$ cat src/rtl/id_stage.sv
// id_stage: RV32I instruction decode stage.
// Decodes the fetched word, reads the register file combinationally, detects
// load-use hazards against the instruction in execute and registers the
// decoded bundle for the execute stage with one cycle of latency.
module id_stage #(
  parameter bit ILLEGAL_ZERO = 1'b1
) (
  input  logic        clk,
  input  logic        rst_n,
  input  logic        i_stall,
  input  logic        i_flush,
  input  logic        i_if_valid,
  input  logic [31:0] i_if_pc,
  input  logic [31:0] i_if_instr,
  input  logic        i_ex_valid,
  input  logic        i_ex_is_load,
  input  logic [4:0]  i_ex_rd,
  output logic [4:0]  o_rs1_addr,
  output logic [4:0]  o_rs2_addr,
  input  logic [31:0] i_rs1_data,
  input  logic [31:0] i_rs2_data,
  output logic        o_hazard,
  output logic        o_id_valid,
  output logic [31:0] o_id_pc,
  output logic [31:0] o_id_instr,
  output logic [31:0] o_id_rs1_data,
  output logic [31:0] o_id_rs2_data,
  output logic [31:0] o_id_imm,
  output logic [4:0]  o_id_rd,
  output logic        o_id_rd_we,
  output logic [3:0]  o_id_class,
  output logic [3:0]  o_id_alu_op,
  output logic [2:0]  o_id_funct3,
  output logic        o_id_illegal
);

  // Major opcodes
  localparam logic [6:0] OPC_OP     = 7'b0110011;
  localparam logic [6:0] OPC_OPIMM  = 7'b0010011;
  localparam logic [6:0] OPC_LOAD   = 7'b0000011;
  localparam logic [6:0] OPC_STORE  = 7'b0100011;
  localparam logic [6:0] OPC_BRANCH = 7'b1100011;
  localparam logic [6:0] OPC_JAL    = 7'b1101111;
  localparam logic [6:0] OPC_JALR   = 7'b1100111;
  localparam logic [6:0] OPC_LUI    = 7'b0110111;
  localparam logic [6:0] OPC_AUIPC  = 7'b0010111;
  localparam logic [6:0] OPC_FENCE  = 7'b0001111;
  localparam logic [6:0] OPC_SYSTEM = 7'b1110011;

  // Instruction classes
  typedef enum logic [3:0] {
    CLS_OP      = 4'd0,
    CLS_OPIMM   = 4'd1,
    CLS_LOAD    = 4'd2,
    CLS_STORE   = 4'd3,
    CLS_BRANCH  = 4'd4,
    CLS_JAL     = 4'd5,
    CLS_JALR    = 4'd6,
    CLS_LUI     = 4'd7,
    CLS_AUIPC   = 4'd8,
    CLS_FENCE   = 4'd9,
    CLS_SYSTEM  = 4'd10,
    CLS_ILLEGAL = 4'd15
  } id_class_e;

  // ALU operations
  typedef enum logic [3:0] {
    ALU_ADD  = 4'd0,
    ALU_SUB  = 4'd1,
    ALU_SLL  = 4'd2,
    ALU_SLT  = 4'd3,
    ALU_SLTU = 4'd4,
    ALU_XOR  = 4'd5,
    ALU_SRL  = 4'd6,
    ALU_SRA  = 4'd7,
    ALU_OR   = 4'd8,
    ALU_AND  = 4'd9
  } alu_op_e;

  // Registered decode bundle handed to execute
  typedef struct packed {
    logic        valid;
    logic [31:0] pc;
    logic [31:0] instr;
    logic [31:0] rs1_data;
    logic [31:0] rs2_data;
    logic [31:0] imm;
    logic [4:0]  rd;
    logic        rd_we;
    logic [3:0]  cls;
    logic [3:0]  alu_op;
    logic [2:0]  funct3;
    logic        illegal;
  } id_reg_t;

  // Register-register and register-immediate ALU mapping; SUB only exists for OP
  function automatic logic [3:0] alu_from_funct3(input logic [2:0] f3,
                                                 input logic alt,
                                                 input logic is_op);
    logic [3:0] op;
    case (f3)
      3'b000:  op = (is_op && alt) ? ALU_SUB : ALU_ADD;
      3'b001:  op = ALU_SLL;
      3'b010:  op = ALU_SLT;
      3'b011:  op = ALU_SLTU;
      3'b100:  op = ALU_XOR;
      3'b101:  op = alt ? ALU_SRA : ALU_SRL;
      3'b110:  op = ALU_OR;
      default: op = ALU_AND;
    endcase
    return op;
  endfunction

  logic [6:0]  opcode;
  logic [2:0]  funct3;
  logic [6:0]  funct7;
  logic [4:0]  rd;
  logic [31:0] imm_i, imm_s, imm_b, imm_u, imm_j;

  logic [3:0]  dec_class;
  logic [3:0]  dec_alu;
  logic [31:0] dec_imm;
  logic        dec_illegal;
  logic        dec_writes;
  logic        rs1_used;
  logic        rs2_used;

  id_reg_t id_d, id_q;

  assign opcode     = i_if_instr[6:0];
  assign funct3     = i_if_instr[14:12];
  assign funct7     = i_if_instr[31:25];
  assign rd         = i_if_instr[11:7];
  assign o_rs1_addr = i_if_instr[19:15];
  assign o_rs2_addr = i_if_instr[24:20];

  assign imm_i = {{20{i_if_instr[31]}}, i_if_instr[31:20]};
  assign imm_s = {{20{i_if_instr[31]}}, i_if_instr[31:25], i_if_instr[11:7]};
  assign imm_b = {{19{i_if_instr[31]}}, i_if_instr[31], i_if_instr[7],
                  i_if_instr[30:25], i_if_instr[11:8], 1'b0};
  assign imm_u = {i_if_instr[31:12], 12'b0};
  assign imm_j = {{11{i_if_instr[31]}}, i_if_instr[31], i_if_instr[19:12],
                  i_if_instr[20], i_if_instr[30:21], 1'b0};

  // Instruction decode: class, immediate, ALU op, legality and operand usage
  always_comb begin
    dec_class   = CLS_ILLEGAL;
    dec_alu     = ALU_ADD;
    dec_imm     = 32'd0;
    dec_illegal = 1'b1;
    dec_writes  = 1'b0;
    rs1_used    = 1'b1;
    rs2_used    = 1'b0;
    case (opcode)
      OPC_OP: begin
        rs2_used = 1'b1;
        if ((funct7 == 7'b0000000) ||
            ((funct7 == 7'b0100000) && ((funct3 == 3'b000) || (funct3 == 3'b101)))) begin
          dec_class   = CLS_OP;
          dec_alu     = alu_from_funct3(funct3, i_if_instr[30], 1'b1);
          dec_illegal = 1'b0;
          dec_writes  = 1'b1;
        end
      end
      OPC_OPIMM: begin
        if (!((funct3 == 3'b001) && (funct7 != 7'b0000000)) &&
            !((funct3 == 3'b101) && (funct7 != 7'b0000000) && (funct7 != 7'b0100000))) begin
          dec_class   = CLS_OPIMM;
          dec_alu     = alu_from_funct3(funct3, i_if_instr[30], 1'b0);
          dec_imm     = imm_i;
          dec_illegal = 1'b0;
          dec_writes  = 1'b1;
        end
      end
      OPC_LOAD: begin
        dec_class   = CLS_LOAD;
        dec_imm     = imm_i;
        dec_illegal = 1'b0;
        dec_writes  = 1'b1;
      end
      OPC_STORE: begin
        rs2_used    = 1'b1;
        dec_class   = CLS_STORE;
        dec_imm     = imm_s;
        dec_illegal = 1'b0;
      end
      OPC_BRANCH: begin
        rs2_used    = 1'b1;
        dec_class   = CLS_BRANCH;
        dec_imm     = imm_b;
        dec_illegal = 1'b0;
        if (funct3[2:1] == 2'b11) dec_alu = ALU_SLTU;
        else if (funct3[2])       dec_alu = ALU_SLT;
        else                      dec_alu = ALU_SUB;
      end
      OPC_JAL: begin
        rs1_used    = 1'b0;
        dec_class   = CLS_JAL;
        dec_imm     = imm_j;
        dec_illegal = 1'b0;
        dec_writes  = 1'b1;
      end
      OPC_JALR: begin
        dec_class   = CLS_JALR;
        dec_imm     = imm_i;
        dec_illegal = 1'b0;
        dec_writes  = 1'b1;
      end
      OPC_LUI: begin
        rs1_used    = 1'b0;
        dec_class   = CLS_LUI;
        dec_imm     = imm_u;
        dec_illegal = 1'b0;
        dec_writes  = 1'b1;
      end
      OPC_AUIPC: begin
        rs1_used    = 1'b0;
        dec_class   = CLS_AUIPC;
        dec_imm     = imm_u;
        dec_illegal = 1'b0;
        dec_writes  = 1'b1;
      end
      OPC_FENCE: begin
        dec_class   = CLS_FENCE;
        dec_imm     = imm_i;
        dec_illegal = 1'b0;
      end
      OPC_SYSTEM: begin
        dec_class   = CLS_SYSTEM;
        dec_imm     = imm_i;
        dec_illegal = 1'b0;
        dec_writes  = (funct3 != 3'b000);
      end
      default: begin
        // With ILLEGAL_ZERO cleared, an all-zero word is accepted as a nop
        if (!ILLEGAL_ZERO && (i_if_instr == 32'd0)) begin
          rs1_used    = 1'b0;
          dec_class   = CLS_OPIMM;
          dec_illegal = 1'b0;
        end
      end
    endcase
  end

  // Load-use hazard against the load currently in execute
  assign o_hazard = i_if_valid && i_ex_valid && i_ex_is_load && (i_ex_rd != 5'd0) &&
                    ((rs1_used && (i_ex_rd == o_rs1_addr)) ||
                     (rs2_used && (i_ex_rd == o_rs2_addr)));

  // Next output bundle: flush, then stall hold, then hazard bubble, then capture
  always_comb begin
    id_d = id_q;
    if (i_flush) begin
      id_d = '0;
    end else if (i_stall) begin
      id_d = id_q;
    end else if (o_hazard) begin
      id_d = '0;
    end else begin
      id_d.valid    = i_if_valid;
      id_d.pc       = i_if_pc;
      id_d.instr    = i_if_instr;
      id_d.rs1_data = i_rs1_data;
      id_d.rs2_data = i_rs2_data;
      id_d.imm      = dec_imm;
      id_d.rd       = rd;
      id_d.rd_we    = dec_writes && (rd != 5'd0);
      id_d.cls      = dec_class;
      id_d.alu_op   = dec_alu;
      id_d.funct3   = funct3;
      id_d.illegal  = dec_illegal;
    end
  end

  // Output register with synchronous active-low reset
  always_ff @(posedge clk) begin
    if (!rst_n) id_q <= '0;
    else        id_q <= id_d;
  end

  assign o_id_valid    = id_q.valid;
  assign o_id_pc       = id_q.pc;
  assign o_id_instr    = id_q.instr;
  assign o_id_rs1_data = id_q.rs1_data;
  assign o_id_rs2_data = id_q.rs2_data;
  assign o_id_imm      = id_q.imm;
  assign o_id_rd       = id_q.rd;
  assign o_id_rd_we    = id_q.rd_we;
  assign o_id_class    = id_q.cls;
  assign o_id_alu_op   = id_q.alu_op;
  assign o_id_funct3   = id_q.funct3;
  assign o_id_illegal  = id_q.illegal;

endmodule
$ cat config.mk
export PLATFORM = sky130hd
export DESIGN_NAME = id_stage
export DESIGN_NICKNAME = d
export VERILOG_FILES = /design/src/rtl/id_stage.sv
export SDC_FILE = /design/constraint.sdc
export NUM_CORES = 1
export LEC_CHECK = 0
export BUFFER_PORTS_ARGS = -buffer_cell sky130_fd_sc_hd__buf_2
export CORE_AREA = 3 3 129 131
export CTS_BUF_LIST = sky130_fd_sc_hd__clkbuf_16
export DETAILED_ROUTE_END_ITERATION = 10
export DIE_AREA = 0 0 132 134
export GPL_ROUTABILITY_DRIVEN = 1
export GPL_TIMING_DRIVEN = 0
export PLACE_DENSITY_LB_ADDON = 0.2
export SYNTH_ARGS = -nofsm -noshare
export SYNTH_HDL_FRONTEND = slang
export SYNTH_SLANG_ARGS = --single-unit
$ cat constraint.sdc
create_clock -name clk -period 4.8 [get_ports clk]
set_input_delay 0.72 -clock clk [delete_from_list [all_inputs] [get_ports clk]]
set_output_delay 0.72 -clock clk [all_outputs]
set_load 0.02 [all_outputs]
======== Word-level counts from Yosys, hierarchy flattened ========
Cells that the tools add are included.
storage, ports and cells
  register bits after elaboration ......... 179
  input bits .............................. 140
  output and inout port bits .............. 190
  word-level logic and storage cells ...... 88
operators by class
  eq/ne operators ......................... 22
  multiplexer cells ....................... 23
  bitwise logic cells ..................... 1
  reduce and logical (&&, ||, !) cells .... 30
operator list
  operator              count
  $pmux W32 S6          1
  $mux W179             1
  $pmux W4 S7           2
  $pmux W4 S11          1
  $mux W32              1
  $eq A7 B6 Y1 const B  4
  $eq A7 B7 Y1 const B  4
  $mux W4               4
  $eq A7 B5 Y1 const B  2
  $logic_and A1 B1 Y1   12
  $pmux W4 S3           1
  $eq A5 B5 Y1          2
  $reduce_bool A5 Y1    2
  $eq A3 B3 Y1 const B  3
  $reduce_or A9 Y1      1
  $mux W1               8
  $eq A7 B2 Y1 const B  1
  $eq A7 B4 Y1 const B  1
  $logic_not A7 Y1      1
  $ne A7 B6 Y1 const B  1
  $reduce_bool A7 Y1    1
  $eq A3 B2 Y1 const B  2
  $reduce_or A3 Y1      2
  $reduce_or A5 Y1      1
  other kinds (13)      17

======== Depth between registers and ports, before layout ========
  depth after elaboration ................. 9
  mapped depth ............................ 9
  mapped depth without buffers ............ 7

======== Worst setup path after synthesis ========
OpenSTA, ideal clock, no wires.
  path kind ............................... input port to output port
  from .................................... input i_ex_rd[3]
  to ...................................... output o_hazard
  data arrival time ....................... 1.854 ns
  required time ........................... 4.080 ns
  slack ................................... 2.226 ns
  stages .................................. 5
  path buffers ............................ 0
  path through ............................ or4_1 -> o2111ai_2 -> nor4_2 -> nor2_4 -> inv_2
between the ends
  longest elaborated chain between the ends .. 4
  elaborated cells between the ends (all ways) .. 8
  those cells by class .................... eq/ne: 2; reduce/logical: 6
ends and longest elaborated chain
  item                                    line      text
  start: declaration                      17        input logic [4:0] i_ex_rd,
  $eq A5 B5 Y1 (on tied branches)         247, 248
  $logic_and A1 B1 Y1 (on tied branches)  247, 248
  $logic_or A1 B1 Y1                      247       ((rs1_used && (i_ex_rd == o_rs1_addr)) ||
  $logic_and A1 B1 Y1 *                   246       assign o_hazard = i_if_valid && i_ex_valid && i_ex_is_load && (i_ex_rd != 5'd0) &&
  end: declaration                        22        output logic o_hazard,
Every way passes the cells marked *; elsewhere a longest branch is shown, timed or not.

======== Worst setup path in the final report ========
  from .................................... input i_if_instr[6]
  to ...................................... output o_hazard
between the ends
  longest elaborated chain between the ends .. 6
  elaborated cells between the ends (all ways) .. 14
  those cells by class .................... eq/ne: 6; mux: 2; reduce/logical: 6
ends and longest elaborated chain
  item                                        line      text
  start: declaration                          14        input logic [31:0] i_if_instr,
  $eq A7 B5 Y1, or another cell as far along  154       case (opcode)
  $reduce_or A3 Y1 (no source line)           -
  $mux W1                                     154
  $logic_and A1 B1 Y1 (on tied branches)      247, 248
  $logic_or A1 B1 Y1 *                        247
  $logic_and A1 B1 Y1 *                       246
Marked as above.

==> run_results.csv <==
group,metric,value,unit
worst_setup_path,reg2reg_to,"o_id_alu_op[2]",
floorplan,die_area,0.0177,mm2
clock_network,clock_latency,0.43,ns
placement,io_buffers,327,
yosys,synth_compound_area_frac,0.199,
cells_and_area,nets,1404,
clock_network,cts_buffers,17,
timing,drv_slew,0,
timing,fmax,0.313,GHz
placement,dp_hpwl,19.9,mm
placement,dpl_cell_area,0.00919,mm2
worst_setup_path,worstPathRequired,4.08,ns
floorplan,die_h,134,um
pwr,ir_worst_vdd,255,uV
worst_setup_path,rr_worst_depth,3,
clock_network,clock_tree.root_cell,"clkbuf_16",
worst_setup_path,crit_fanout,9,
yosys,ys_types,60,
floorplan,ios,330,
yosys,yosysTopAreaCell,"dfxtp_1",
clock_network,cts_setup_buffers,0,
yosys,syn-cell-area,0.00728,mm2
route,first_pass_iters,5,
outcome,status,"finished clean",
clock_network,path_clk_slew,0.07,ns
yosys,synth.avg_cell_area,7.94,um2
timing,worst_pin_slew,0.992,ns
yosys,async_flop_share,0,
yosys,synthTopCellsByArea,"dfxtp_1 47%, a21oi_1 11%, nand3_1 8.9%",
cells_and_area,fin_area,0.00978,mm2
timing,slew_headroom,0.330,
worst_setup_path,start_kind,"primary input",
hold_path,worstHoldPathCells,2,
worst_setup_path,critPathCaptureType,"output pin",
route,ant_nets,0,
floorplan,start_util,0.464,
global_routing,gr-total-overflow,0,
global_routing,grtUsageTotal,0.282,
worst_setup_path,slowest_delay,0.43,ns
timing,hold_ws,0.448,ns
clock_network,cts-resized-gates,0,
yosys,synth_top_area_frac,0.470,
timing,final-hold-violation-count,0,
floorplan,core.rowCount,46,
hold_path,holdPathEnd,"o_id_imm[21]",
floorplan,core_region_area,0.0157,mm2
clock_network,cts_tree,"built",
placement,place_congestion,0.944,
route,drt_iter0_drc,545,
clock_network,clock_path_buffers,2,
timing,fin_crit,3.19,ns
timing,grt_setup_unrepaired,"no",
global_routing,grt_pass1_wl,39.8,mm
yosys,synthAdderAreaFrac,0,
cells_and_area,seqCellArea,0.00342,mm2
route,drt-total-wl,26.0,mm
yosys,synth_top_family_by_area,"simple AND/OR/NAND/NOR gates",
cells_and_area,drive_gt1_frac,0.327,
global_routing,grt_max_degree,18,
yosys,synthFlopType,"dfxtp_1",
timing,finalSetupTns,0,ns
route,vias,8023,
global_routing,antenna_found_initial,2,
worst_setup_path,crit_path_frequent_cell,"buf_2",
route,drc,0,
pwr,p_per_area,333,mW/mm2
hold_path,hp-start,"o_id_imm[21]",
yosys,netlist_instances,918,
yosys,synth_edf_count,0,
hold_path,hold_class,"reg -> reg",
cells_and_area,multi_input_area,0.00335,mm2
worst_setup_path,path_buf_inv,3,
cells_and_area,final-instance-count-excl-fill,1494,
worst_setup_path,r2r_slack,3.99,ns
job,maxCapViolCount,0,
cells_and_area,nFillCells,1495,
timing,skew,0,ns
clock_network,postCtsHoldBufs,0,
worst_setup_path,crit_start,"i_if_instr[6]",
yosys,synth_xor_area_frac,0.0156,
route,wl_per_cell,17.4,um
floorplan,fp.dieW,132,um
worst_setup_path,crit_arrival,2.47,ns
clock_network,htreeDepth,4,
worst_setup_path,path_cells,"buf_2, or3b_1, a21oi_2, nor4_2, nor2_4, inv_2, buf_2",
yosys,synth-warning-count,0,
pwr,p_leak,4.38,nW
yosys,synth-seq-cells,171,
clock_network,cts_sinks,171,
worst_setup_path,cp_slowest_cell,"a21oi_2",
placement,dpl.cell_count,1461,
route,viasPerCell,5.37,
yosys,synth_nets,1058,
worst_setup_path,cp_top_family,"simple AND/OR/NAND/NOR gates",
yosys,synth.yosys.seq_area_share,0.470,
worst_setup_path,rr_startpoint,"o_id_alu_op[2]",
timing,setup_violations,0,
yosys,synthMuxAreaShare,0.00155,
global_routing,grt_pass1_vias,7397,
timing,timing.final.crit_share,0.665,
yosys,synth-simple-area-share,0.244,
pwr,total_power,3.26,mW
worst_setup_path,crit_type,"in -> out",
cells_and_area,synthToLayoutAreaGrowth,34.2,%
-- report_power, final --
| group | leakage (nW) | switching, mW | internal, mW |
|---|---|---|---|
| clock | 0.282 | 0.638 | 0.737 |
| sequential | 1.39 | 0.0197 | 1.45 |
| combinational | 2.71 | 0.260 | 0.148 |
| total | 4.38 | 0.918 | 2.34 |
-- cell usage after synthesis (3+ instances only) --
cell type  number
a21oi_1       158
inv_1           6
buf_4          27
nor2_1         25
clkbuf_1       49
nand2_1       170
dfxtp_1       171
buf_1           8
xnor2_1        11
and3_1          3
a22oi_1        18
buf_2          13
a221o_1         3
or3_1           3
nand3_1       129
o31ai_1         3
o21ai_1        12
nor2b_1        14
o21ai_0        30
nor3_1         12
-- cell type report --
cell class | count | share of cell area
clock buffer | 17 | 0.0435
multi-input combinational | 642 | 0.343
timing repair buffer | 327 | 0.167
buffer | 97 | 0.0493
sequential | 171 | 0.350
antenna | 1 | 0.000256
clock inverter | 15 | 0.0160
tap | 216 | 0.0276
inverter | 8 | 0.00307
-- worst max-delay path by stage --
stage / end / slack (ns) / cells past startpoint
floorplan: o_hazard / 2.23 / 5
global placement: o_hazard / 1.60 / 7
detailed placement: o_hazard / 1.62 / 7
CTS: o_hazard / 1.62 / 7
global route: o_hazard / 1.50 / 7
finish: o_hazard / 1.61 / 7
-- stage by stage --
step / utilization / worst slack (ns)
2_1_floorplan: - / 2.23
3_5_place_dp: 0.585 / 1.62
6_report: 0.622 / 1.61
3_3_place_gp: 0.585 / 1.60
5_1_grt: 0.622 / 1.50
4_1_cts: 0.622 / 1.62
-- registers in the layout, summed over array words and instances, names as in the netlist --
name,cells
o_id_imm,32
o_id_instr,32
o_id_pc,32
o_id_rs1_data,32
o_id_rs2_data,32
o_id_alu_op,4
o_id_class,4
o_id_illegal,1
o_id_rd_we,1
o_id_valid,1
-- routing by layer --
metal	vias up	global-route usage	part of all wire	wire, um
li1	3880	-	-	-
met1	3744	0.364	0.43	11000
met2	357	0.460	0.47	12300
met3	40	0.0773	0.081	2100
met4	2	0.0881	0.020	519
met5	-	0	0.00050	13
-- kinds of logic after synthesis --
family	count (synthesis)
AO/OA/AOI/OAI	248
XOR/XNOR	13
buffers and inverters	105
flip-flops	171
multiplexers	1
AND/OR/NAND/NOR	380
-- worst min-delay path, stage by stage, from the launching register on --
cell and delay, ns:
dfxtp_1 0.31, nand2_1 0.05, o21ai_1 0.05
-- cells in the final DEF, fill, tap and decap left out, types with 3 or more instances in the layout --
cell type / n
a21oi_1: 158
a221o_1: 3
a22oi_1: 18
and3_1: 3
buf_1: 8
buf_2: 340
buf_4: 27
clkbuf_1: 49
clkbuf_16: 17
dfxtp_1: 171
inv_1: 6
inv_6: 6
inv_8: 3
nand2_1: 170
nand3_1: 129
nor2_1: 25
nor2b_1: 14
nor3_1: 12
o21ai_0: 30
o21ai_1: 12
o31ai_1: 3
or3_1: 3
xnor2_1: 11
No activity file was read; power rests on OpenSTA's default activity.
